[config.mk]
export PLATFORM = sky130hd
export DESIGN_NAME = sm83_bus_ctrl
export DESIGN_NICKNAME = d
export VERILOG_FILES = /design/src/rtl/sm83_bus_ctrl.sv
export SDC_FILE = /design/constraint.sdc
export NUM_CORES = 1
export LEC_CHECK = 0
export CAP_MARGIN = 40
export CORE_ASPECT_RATIO = 1.1
export CORE_MARGIN = 2
export CORE_UTILIZATION = 36
export DETAILED_ROUTE_END_ITERATION = 6
export GPL_TIMING_DRIVEN = 0
export PLACE_DENSITY = 0.88
export SYNTH_ARGS = -nofsm -noshare
export SYNTH_HDL_FRONTEND = slang
export SYNTH_SLANG_ARGS = --single-unit
[constraint.sdc]
create_clock -name clk -period 1.5 [get_ports clk]
set_input_delay 0.225 -clock clk [delete_from_list [all_inputs] [get_ports clk]]
set_output_delay 0.225 -clock clk [all_outputs]
set_load 0.1 [all_outputs]
[src/rtl/sm83_bus_ctrl.sv]
// SM83 external bus controller: region decode, per-region strobes with wait states, 0xFF50 boot latch.
// Define SM83_BUS_ECHO_RAM_EN to mirror WRAM into 0xE000-0xFDFF.
module sm83_bus_ctrl #(
  parameter int BOOT_WAIT = 0,
  parameter int CART_WAIT = 1,
  parameter int WRAM_WAIT = 0,
  parameter int WRAM_AW   = 13
) (
  input  logic               clk,
  input  logic               rst,
  input  logic [15:0]        cpu_addr,
  input  logic [7:0]         cpu_wdata,
  input  logic               cpu_rd,
  input  logic               cpu_wr,
  output logic [7:0]         cpu_rdata,
  output logic               cpu_ready,
  output logic               boot_cs,
  output logic               boot_oe,
  output logic [7:0]         boot_addr,
  input  logic [7:0]         boot_dout,
  output logic               cart_cs,
  output logic               cart_oe,
  output logic [14:0]        cart_addr,
  input  logic [7:0]         cart_dout,
  output logic               wram_cs,
  output logic               wram_oe,
  output logic               wram_wr,
  output logic [WRAM_AW-1:0] wram_addr,
  output logic [7:0]         wram_din,
  input  logic [7:0]         wram_dout,
  output logic               boot_active
);

  typedef enum logic [1:0] {IDLE, ACCESS, DONE} state_e;
  typedef enum logic [2:0] {RG_NONE, RG_BOOT, RG_CART, RG_WRAM, RG_LATCH} region_e;

  state_e      state_q, state_d;
  region_e     region_q, region_d, regionDec;
  logic [14:0] addr_q, addr_d;
  logic [7:0]  wdata_q, wdata_d;
  logic [7:0]  rdata_q, rdata_d;
  logic [7:0]  readMux;
  logic        write_q, write_d;
  logic        boot_q, boot_d;
  logic [3:0]  cnt_q, cnt_d;
  logic [3:0]  waitDec;
  logic        inAccess;

  always_comb begin
    regionDec = RG_NONE;
    if (boot_q && cpu_addr[15:8] == 8'h00) regionDec = RG_BOOT;
    else if (!cpu_addr[15]) regionDec = RG_CART;
    else if (cpu_addr[15:13] == 3'b110) regionDec = RG_WRAM;
`ifdef SM83_BUS_ECHO_RAM_EN
    else if (cpu_addr[15:13] == 3'b111 && cpu_addr[12:9] != 4'hF) regionDec = RG_WRAM;
`endif
    else if (cpu_addr == 16'hFF50) regionDec = RG_LATCH;
    // ROM writes are discarded: treated as an unmapped, zero-wait access
    if (cpu_wr && (regionDec == RG_BOOT || regionDec == RG_CART)) regionDec = RG_NONE;
  end

  always_comb begin
    case (regionDec)
      RG_BOOT: waitDec = 4'(BOOT_WAIT);
      RG_CART: waitDec = 4'(CART_WAIT);
      RG_WRAM: waitDec = 4'(WRAM_WAIT);
      default: waitDec = 4'd0;
    endcase
  end

  always_comb begin
    case (region_q)
      RG_BOOT:  readMux = boot_dout;
      RG_CART:  readMux = cart_dout;
      RG_WRAM:  readMux = wram_dout;
      RG_LATCH: readMux = {7'h7F, ~boot_q};
      default:  readMux = 8'hFF;
    endcase
  end

  always_comb begin
    state_d  = state_q;
    region_d = region_q;
    addr_d   = addr_q;
    wdata_d  = wdata_q;
    write_d  = write_q;
    cnt_d    = cnt_q;
    rdata_d  = rdata_q;
    boot_d   = boot_q;
    case (state_q)
      IDLE: begin
        if (cpu_rd || cpu_wr) begin
          addr_d   = cpu_addr[14:0];
          wdata_d  = cpu_wdata;
          write_d  = cpu_wr;
          region_d = regionDec;
          cnt_d    = waitDec;
          state_d  = ACCESS;
        end
      end
      ACCESS: begin
        if (cnt_q == 4'd0) begin
          state_d = DONE;
          if (!write_q) rdata_d = readMux;
          else if (region_q == RG_LATCH && wdata_q != 8'h00) boot_d = 1'b0;
        end else begin
          cnt_d = cnt_q - 4'd1;
        end
      end
      default: state_d = IDLE;
    endcase
  end

  always_ff @(posedge clk or posedge rst) begin
    if (rst) begin
      state_q  <= IDLE;
      region_q <= RG_NONE;
      addr_q   <= '0;
      wdata_q  <= '0;
      write_q  <= 1'b0;
      cnt_q    <= '0;
      rdata_q  <= '0;
      boot_q   <= 1'b1;
    end else begin
      state_q  <= state_d;
      region_q <= region_d;
      addr_q   <= addr_d;
      wdata_q  <= wdata_d;
      write_q  <= write_d;
      cnt_q    <= cnt_d;
      rdata_q  <= rdata_d;
      boot_q   <= boot_d;
    end
  end

  // Strobes come straight from registered state so they are clean for the whole access
  assign inAccess    = (state_q == ACCESS);
  assign boot_cs     = inAccess && region_q == RG_BOOT;
  assign boot_oe     = boot_cs && !write_q;
  assign cart_cs     = inAccess && region_q == RG_CART;
  assign cart_oe     = cart_cs && !write_q;
  assign wram_cs     = inAccess && region_q == RG_WRAM;
  assign wram_oe     = wram_cs && !write_q;
  assign wram_wr     = wram_cs && write_q;
  assign boot_addr   = addr_q[7:0];
  assign cart_addr   = addr_q;
  assign wram_addr   = addr_q[WRAM_AW-1:0];
  assign wram_din    = wdata_q;
  assign cpu_ready   = (state_q == DONE);
  assign cpu_rdata   = rdata_q;
  assign boot_active = boot_q;

endmodule

==> key figures, run 1 <==
Run status
  • Status: complete, but fails checks
  • Failing checks: setup timing

Worst setup path
  • R2R depth: 6
  • Critical Path AT: 2100 ps
  • Critical Setup Path Class: reg2reg
  • CP max FO: 6
  • Crit end category: register
  • Critical Path Sink: cnt_q[3]
  • Crit path launch type: register
  • CP required: 1670 ps
  • R2r startpoint: state_q[1]
  • Worst reg2reg setup slack: -430 ps
  • Worst flop-to-flop path endpoint: cnt_q[3]
  • Worst Setup SP: state_q[1]

STA
  • Fmax: 518 MHz
  • Clk_skew: 19.8 ps
  • Slew margin rel.: 64.7%
  • Final min period: roughly 1900 ps
  • Final setup fails: 50
  • Final worst slack: -432 ps
  • Slew Limit Fails: 0
  • Tcrit/Tclk final: 129%
  • Slew @ Worst Pin: ~520 ps
  • Final Hold Vio Count: 0
  • RSZ-0062 raised after global routing: yes

Yosys
  • Post-synth top flop: dfrtp_1
  • Net Count, Synth: 254
  • Post-synth ARST share: 100%
  • Seq/Total Area, Yosys: 46.6%
  • Unique masters post-synth: 50
  • Avg Inst Size Synth: 11.2 µm²
  • Synth area leader: dfrtp_1
  • Cell with the most instances after synthesis: dfrtp_1
  • Synthesized flop and latch total: 42
  • Top cell type's share of synthesized area: ~45%
  • Synth Cell Area: approximately 2300 µm²
  • Ys Warns: 0
  • Largest cells by area after synthesis: dfrtp_1, mux2_2, buf_4
  • EDFF count, synth: 0
  • Mapped Cells: 201
  • Top cells by count, synth: dfrtp_1, mux2_2, buf_4

Floorplanning
  • Die height: 87.0 µm
  • Die area: 6920 µm²
  • Initial Util: 36.9%
  • IO Count: around 110
  • Die width: 79.5 µm
  • Area of the core: 6120 µm²
  • Num rows: 30

Global routing
  • Antenna violations before repair: 0
  • GRT Total Usage: roughly a third
  • Largest net degree at the start of global routing: 38
  • Vias in the first global route: ~2800
  • Global-route wire length before repair: 16500 µm
  • Gr ovfl total: 0

CTS
  • CTS tree: yes
  • Worst skew pair latency: 320 ps
  • Clk slew on worst S/H paths: 110 ps
  • Clock sinks: 42
  • Clk buf depth: 2
  • Cts bufs inserted: 5
  • # H-tree levels: 2
  • CTS root buf: clkbuf_8

Final layout
  • Finished Core Util: between 80% and 90%
  • Area delta synth->final: 137%
  • Nets: 447
  • Layout cell share with drive strength beyond 1: 61.0%
  • ANT cells: 0

Placed design
  • Post-detail-place hpwl: 6680 µm
  • GP Congestion: 0.838
  • Port-buffer cells: 112

Detailed routing
  • Remaining antenna violation count: 0
  • Vias per cell: just under 6
  • Via count: 2747
  • Routed len/inst: 25.3 µm
  • Starting DRT DRC Count: roughly 280
  • Routed wire length: roughly 12000 µm
  • # DRC: 0
  • Pre-antenna DRT Iters: 5

Run
  • Max-Cap Viols: 0

Hold path
  • HP Class: in2async
[cell type report]
cell class / instances / area (µm²)
plain buffers: 31 / 285
clock buffers: 5 / 68.8
clock inverters: 3 / 21.3
fillers: 223 / 759
inverters: 7 / 36.3
multi-input cells: 120 / 1310
flip-flops and latches: 42 / 1080
well taps: 80 / 100
repair buffers: 187 / 2460
[worst min-delay path by stage]
stage | start | to | slack [ps]
detailed placement | rst | cpu_rdata[0] | 450
global placement | cpu_rdata[0] | cpu_rdata[0] | 490
floorplan | cpu_addr[0] | cart_addr[0] | 380
finish | rst | cpu_rdata[0] | 100
global route | rst | cpu_rdata[0] | 120
CTS | rst | cpu_rdata[1] | 120
[metal layers]
metal	wire length [µm]	global-route usage [%]
met2	6410	59.3
met4	750	14.7
met1	4070	36.2
met5	0	0
met3	787	6.43
[registers in the layout, summed over array words and instances (netlist names)]
signal	cells
write_q	1
cpu_rdata	8
boot_active	1
state_q	2
wram_din	8
region_q	3
cart_addr	15
cnt_q	4
[through the flow]
| step | setup TNS [ps] | area (µm²) | hold WS (ps) | setup WS (ps) | instances |
|---|---|---|---|---|---|
| 5_1_grt | -16690 | 5360 | 124 | -433 | 475 |
| 3_3_place_gp | -59200 | 3620 | 495 | -1180 | 393 |
| 2_1_floorplan | -3890 | 2400 | 375 | -637 | 201 |
| 3_5_place_dp | -19640 | 4630 | 455 | -813 | 455 |
| 4_1_cts | -10850 | 5160 | 122 | -365 | 466 |
| 6_report | -16150 | 5360 | 101 | -432 | 475 |
[worst max-delay path, stage by stage, from the launching register on]
cell and delay [ps]:
dfrtp_1 440, or2b_1 290, buf_8 170, buf_4 150
buf_4 150, o21ai_0 440, a21oi_2 140
[what timing repair did]
| item | 4_1_cts | 5_1_grt |
|---|---|---|
| buffers inserted | 37 | 10 |
| cloned | 2 | 0 |
| endpoints found under the hold margin | 0 | 0 |
| pin swaps | 13 | 9 |
| hold buffers | 0 | 0 |
| endpoints found under the setup margin | 96 | 48 |
| gates resized for setup | 140 | 29 |
[cells by family (layout without fill, tap and decap cells)]
kind of cell    after synthesis  after routing  share of synthesized area [%]
fa+ha+maj                     1              1                          0.554
compound gates               41             41                           13.3
buf+inv                      39            233                           11.1
mux                          32             32                           15.6
simple gates                 46             46                           12.9
flops                        42             42                           46.6
[placed cells by master (no fill, tap or decap), drive strengths merged, types with 2 or more instances in the layout]
cell type,n
nor3b,2
nand4,2
clkinvlp,2
clkbuf,11
o21ai,5
nor2b,3
nor3,3
buf,137
dlygate4sd2,24
mux2i,7
mux2,25
nand2,2
nand3,2
or2,3
or3b,2
o2bb2ai,7
clkdlybuf4s50,51
clkinv,3
nor4,5
a21oi,3
inv,5
nand4b,2
a31oi,15
o31ai,4
dfrtp,41
nor2,9
nand2b,2
Power of run 1 is not shown: default switching activity piles up to over one toggle a cycle in this logic, so the estimate is an artifact.
==> run 2: changes to the inputs <==
--- a/config.mk
+++ b/config.mk
@@ -7,7 +7,6 @@
 export LEC_CHECK = 0
 export CAP_MARGIN = 40
 export CORE_ASPECT_RATIO = 1.1
-export CORE_MARGIN = 2
 export CORE_UTILIZATION = 36
 export DETAILED_ROUTE_END_ITERATION = 6
 export GPL_TIMING_DRIVEN = 0
==> run 2 against run 1 <==
  * The run still ends with setup timing left
  * First-iteration DRC count fell by 39%
  * Worst hold slack better by 26 ps
  * Non-clock buffer count down 5
  * Die area decreased by 4.8%
  * Setup slack gained 54 ps
  * Sequential cell count is the same
  * Global-route usage down 0.59 points
  * Sequential share of layout area up 0.63 points
  * Clock skew is 8.6 ps lower
  * Critical path depth is 2 lower
  * Final cell count is 1.7% lower
  * Register-to-register slack improved by 190 ps
==> key figures, run 2 (same netlist as run 1, synthesis figures left out) <==
Run status
  • Status: complete, but fails checks
  • Failing checks: setup timing

STA
  • Final Hold Vio Count: 0
  • Final min period: approximately 1900 ps
  • Final setup fails: 47
  • Setup TNS: -7570 ps
  • RSZ-0062 raised after global routing: yes
  • Slew @ Worst Pin: 483 ps
  • Hold slack: 127 ps
  • Tcrit/Tclk final: 125%
  • Final worst slack: -378 ps
  • Clk_skew: 11.3 ps
  • Fmax: approximately 530 MHz
  • Slew Limit Fails: 0
  • Slew margin rel.: 67.5%

Detailed routing
  • Via count: 2567
  • Routed len/inst: 23.1 µm
  • Starting DRT DRC Count: 169
  • Pre-antenna DRT Iters: 4
  • Routed wire length: 10800 µm
  • # DRC: 0
  • Vias per cell: 5.50
  • Remaining antenna violation count: 0

Final layout
  • Max reg flops: 15
  • Footprint of the multi-input gates: 1220 µm²
  • Commonest non-fill, non-tap cells in the layout: buf_12, buf_4, clkdlybuf4s50_1
  • Filler-free cell count of the finished design: 467
  • Area delta synth->final: 130%
  • Fill count: 246
  • ANT cells: 0
  • Layout cell share with drive strength beyond 1: 58.2%
  • Reg area: 1080 µm²
  • Nets: 442
  • Commonest non-fill, non-tap cell in the layout: buf_12

Floorplanning
  • Num rows: 29
  • Die width: roughly 77 µm
  • Initial Util: around two fifths
  • Die height: 85.0 µm
  • IO Count: 113
  • Area of the core: 5910 µm²
  • Die area: 6590 µm²

Worst setup path
  • Crit path launch type: register
  • CP required: 1270 ps
  • CP max FO: 4
  • R2R depth: 6
  • Crit end category: output pin
  • Critical Setup Path Class: reg2out
  • Worst flop-to-flop path endpoint: cpu_rdata[3]
  • Critical Path AT: 1650 ps
  • Worst Setup SP: region_q[0]
  • Critical Path, Cell by Cell: nand2b_1 > clkbuf_8 > nor4_4 > buf_12
  • Crit path largest cell delay: 430 ps
  • Worst path buffer plus inverter count: 2
  • Worst reg2reg setup slack: -240 ps
  • CP top delay family: simple AND/OR/NAND/NOR gates
  • Crit. path cell count: 4
  • Critical Path Sink: cart_oe
  • R2r startpoint: cnt_q[0]
  • Critical path's slowest cell: dfrtp_1

Placed design
  • Placed insts: 452
  • Port-buffer cells: about 110
  • Post-detail-place hpwl: 6180 µm
  • Placement Setup Slack: -884 ps
  • GP Congestion: a little over 0.8

Global routing
  • Global-route wire length before repair: 15800 µm
  • Vias in the first global route: 2873
  • Gr ovfl total: 0
  • GRT Total Usage: 31.9%
  • Largest net degree at the start of global routing: 38
  • Antenna violations before repair: 0

CTS
  • Clock sinks: 42
  • CTS tree: yes
  • Clk buf depth: 2
  • # H-tree levels: 2
  • Cts bufs inserted: 5
  • CTS root buf: clkbuf_8
  • Hold buffer count at cts: 0
  • Worst skew pair latency: just over 300 ps
  • Clk slew on worst S/H paths: 90 ps

Run
  • Max-Cap Viols: 0

Hold path
  • HP Class: in2async
[run 2: repair_timing]
action	CTS	global route
gates cloned	2	0
setup endpoints to repair	95	48
pin swaps	16	7
gates resized for setup	133	25
buffers inserted	26	16
[run 2: area by class of cell]
class                   count  area share (%)
clock buffers               6            1.40
plain buffers              31            5.51
clock inverters             2           0.722
repair buffers            182            45.5
inverters                   7           0.650
multi-input cells         120            23.5
flip-flops and latches     42            20.8
well taps                  77            1.85
[run 2: routing by layer]
metal	vias to the layer above	wire length (µm)	track usage [%]
li1	1096	-	-
met5	-	0	0
met3	41	532	6.77
met4	0	472	17.2
met1	1294	3680	31.3
met2	136	6110	61.5
[run 2: how the worst min path moves through the flow]
stage / startpoint / endpoint / slack (ps)
after detailed placement: rst / cpu_rdata[7] / 450
after global placement: cpu_rdata[0] / cpu_rdata[0] / 490
after floorplan: cpu_addr[0] / cart_addr[0] / 380
final: rst / cpu_rdata[4] / 130
after CTS: rst / cpu_rdata[7] / 140
after global routing: rst / cpu_rdata[4] / 130
[run 2: through the flow]
| stage | utilization [%] | area (µm²) |
|---|---|---|
| CTS | 84.5 | 4990 |
| global placement | 61.2 | 3620 |
| floorplan | - | 2400 |
| global route | 87.9 | 5200 |
| detailed placement | 77.4 | 4580 |
| finish | 87.9 | 5200 |
Power of run 2 is left out for the same reason.
==> run 3: changes to the inputs <==
--- a/config.mk
+++ b/config.mk
@@ -7,10 +7,11 @@
 export LEC_CHECK = 0
 export CAP_MARGIN = 40
 export CORE_ASPECT_RATIO = 1.1
-export CORE_UTILIZATION = 36
+export CORE_UTILIZATION = 56
 export DETAILED_ROUTE_END_ITERATION = 6
+export DONT_BUFFER_PORTS = 1
 export GPL_TIMING_DRIVEN = 0
-export PLACE_DENSITY = 0.88
+export PLACE_DENSITY = 0.86
 export SYNTH_ARGS = -nofsm -noshare
 export SYNTH_HDL_FRONTEND = slang
 export SYNTH_SLANG_ARGS = --single-unit
==> run 3 against run 2 <==
  * The run ends with hold timing, setup timing left
  * Sequential cell count stayed put
  * Register-to-register slack better by 40 ps
  * Design area is 36% lower
  * Non-clock buffer count is 146 lower
  * Worst hold slack worse by 150 ps
  * Fmax is 2.4% lower
  * Die area is 35% lower
  * Global-route usage is 0.44 points higher
  * Routed wire length is 27% lower
  * Count of clock-buffer cells in the layout is 1 higher
  * Critical path type unchanged
  * Largest cell class is now multi-input gates
  * Highest routed layer unchanged
==> key figures, run 3 (same netlist as run 1, synthesis figures left out) <==
STA
  • Clk_skew: 7.54 ps
  • Slew margin rel.: 38.0%
  • Slew Limit Fails: 0
  • Hold slack: -18.6 ps
  • Fmax: 520 MHz
  • Final worst slack: -423 ps
  • Slew @ Worst Pin: ~930 ps
  • Final Hold Vio Count: 41
  • Final min period: 1920 ps
  • Final setup fails: between 40 and 50
  • Tcrit/Tclk final: 128%
  • RSZ-0062 raised after global routing: yes

Worst setup path
  • Crit path largest cell delay: ~500 ps
  • Worst reg2reg setup slack: -200 ps
  • Worst flop-to-flop path endpoint: cart_addr[8]
  • R2r startpoint: state_q[1]
  • Critical path's slowest cell: nor2_4
  • Crit path launch type: register
  • Critical Path AT: 1700 ps
  • Worst Setup SP: region_q[0]
  • Critical Path Sink: wram_oe
  • Crit end category: output pin
  • Critical Setup Path Class: reg2out
  • Critical Path, Cell by Cell: buf_4 > nand4_1 > buf_6 > nor2_4
  • R2R depth: 5
  • CP max FO: 10
  • CP required: 1270 ps

Global routing
  • GRT Total Usage: 32.3%
  • Global-route wire length before repair: just over 10000 µm
  • Largest net degree at the start of global routing: 43
  • Vias in the first global route: between 2000 and 2500
  • Gr ovfl total: 0
  • Antenna violations before repair: 0

Final layout
  • Max reg flops: 15
  • Commonest non-fill, non-tap cell in the layout: buf_6
  • Area delta synth->final: 48.3%
  • Commonest non-fill, non-tap cells in the layout: buf_6, buf_4, dfrtp_4
  • Layout cell share with drive strength beyond 1: 67.6%
  • ANT cells: 0
  • Nets: 296

Run status
  • Failing checks: hold timing, setup timing
  • Status: complete, but fails checks

Detailed routing
  • # DRC: 0
  • Starting DRT DRC Count: 178
  • Remaining antenna violation count: 0
  • Routed len/inst: 26.8 µm
  • Vias per cell: 6.67
  • Via count: just under 2000
  • Pre-antenna DRT Iters: 4
  • Routed wire length: 7880 µm

CTS
  • Clk buf depth: 2
  • Cts bufs inserted: 5
  • Clock sinks: 42
  • Hold buffer count at cts: 0
  • # H-tree levels: 2
  • Worst skew pair latency: 300 ps
  • CTS tree: yes
  • CTS root buf: clkbuf_8
  • Clk slew on worst S/H paths: approximately 80 ps

Hold path
  • HP Class: in2async

Floorplanning
  • IO Count: around 110
  • Die width: 62.5 µm
  • Num rows: 23
  • Area of the core: 3740 µm²
  • Die area: 4290 µm²
  • Initial Util: 60.3%
  • Die height: between 60 and 70 µm

Run
  • Max-Cap Viols: 0

Placed design
  • GP Congestion: around 0.77
  • Post-detail-place hpwl: 3940 µm
  • Port-buffer cells: 0
run 3: final cells by class:
class | count | area (µm²)
Buffer | 29 | 348
Sequential cell | 42 | 1140
Clock inverter | 1 | 5.00
Fill cell | 154 | 393
Inverter | 7 | 33.8
Timing Repair Buffer | 38 | 439
Clock buffer | 7 | 86.3
Multi-Input combinational cell | 120 | 1240
Tap cell | 50 | 62.6
run 3: routing by layer:
metal	up-vias	routed length, µm	track usage, %
met5	-	0	0
met1	986	2660	31.5
met4	0	404	15.7
li1	804	-	-
met2	134	4290	64.9
met3	38	527	7.73
run 3: how the worst min path moves through the flow:
| stage | endpoint | slack (ps) | depth (start not counted) |
|---|---|---|---|
| floorplan | cart_addr[0] | 380 | 1 |
| global placement | cart_addr[7] | 380 | 1 |
| detailed placement | cpu_rdata[5] | 330 | 1 |
| CTS | state_q[0] | 5 | 1 |
| global route | cpu_rdata[6] | 60 | 1 |
| finish | cart_addr[1] | -20 | 1 |
run 3: stage by stage:
step / setup TNS, ps / cells / util [%] / setup slack, ps / instance area [µm²]
2_1_floorplan: -3890 / 201 / - / -637 / 2400
3_3_place_gp: -11520 / 251 / 65.9 / -699 / 2460
3_5_place_dp: -6150 / 256 / 67.9 / -550 / 2540
4_1_cts: -6690 / 289 / 85.0 / -425 / 3180
5_1_grt: -10080 / 294 / 89.5 / -453 / 3350
6_report: -8420 / 294 / 89.5 / -423 / 3350
run 3: worst max-delay path: cells and delay by family, from the launching register on:
kind	cells	cell delay [ps]
flip-flops	1	400
buffers and inverters	2	370
AND/OR/NAND/NOR	2	630
run 3: timing repair:
item / CTS / global route
gates cloned: 2 / 0
setup buffers: 23 / 7
pin swaps: 18 / 5
endpoints found under the setup margin: 63 / 47
resized for setup: 85 / 33
Power of run 3 is left out for the same reason.
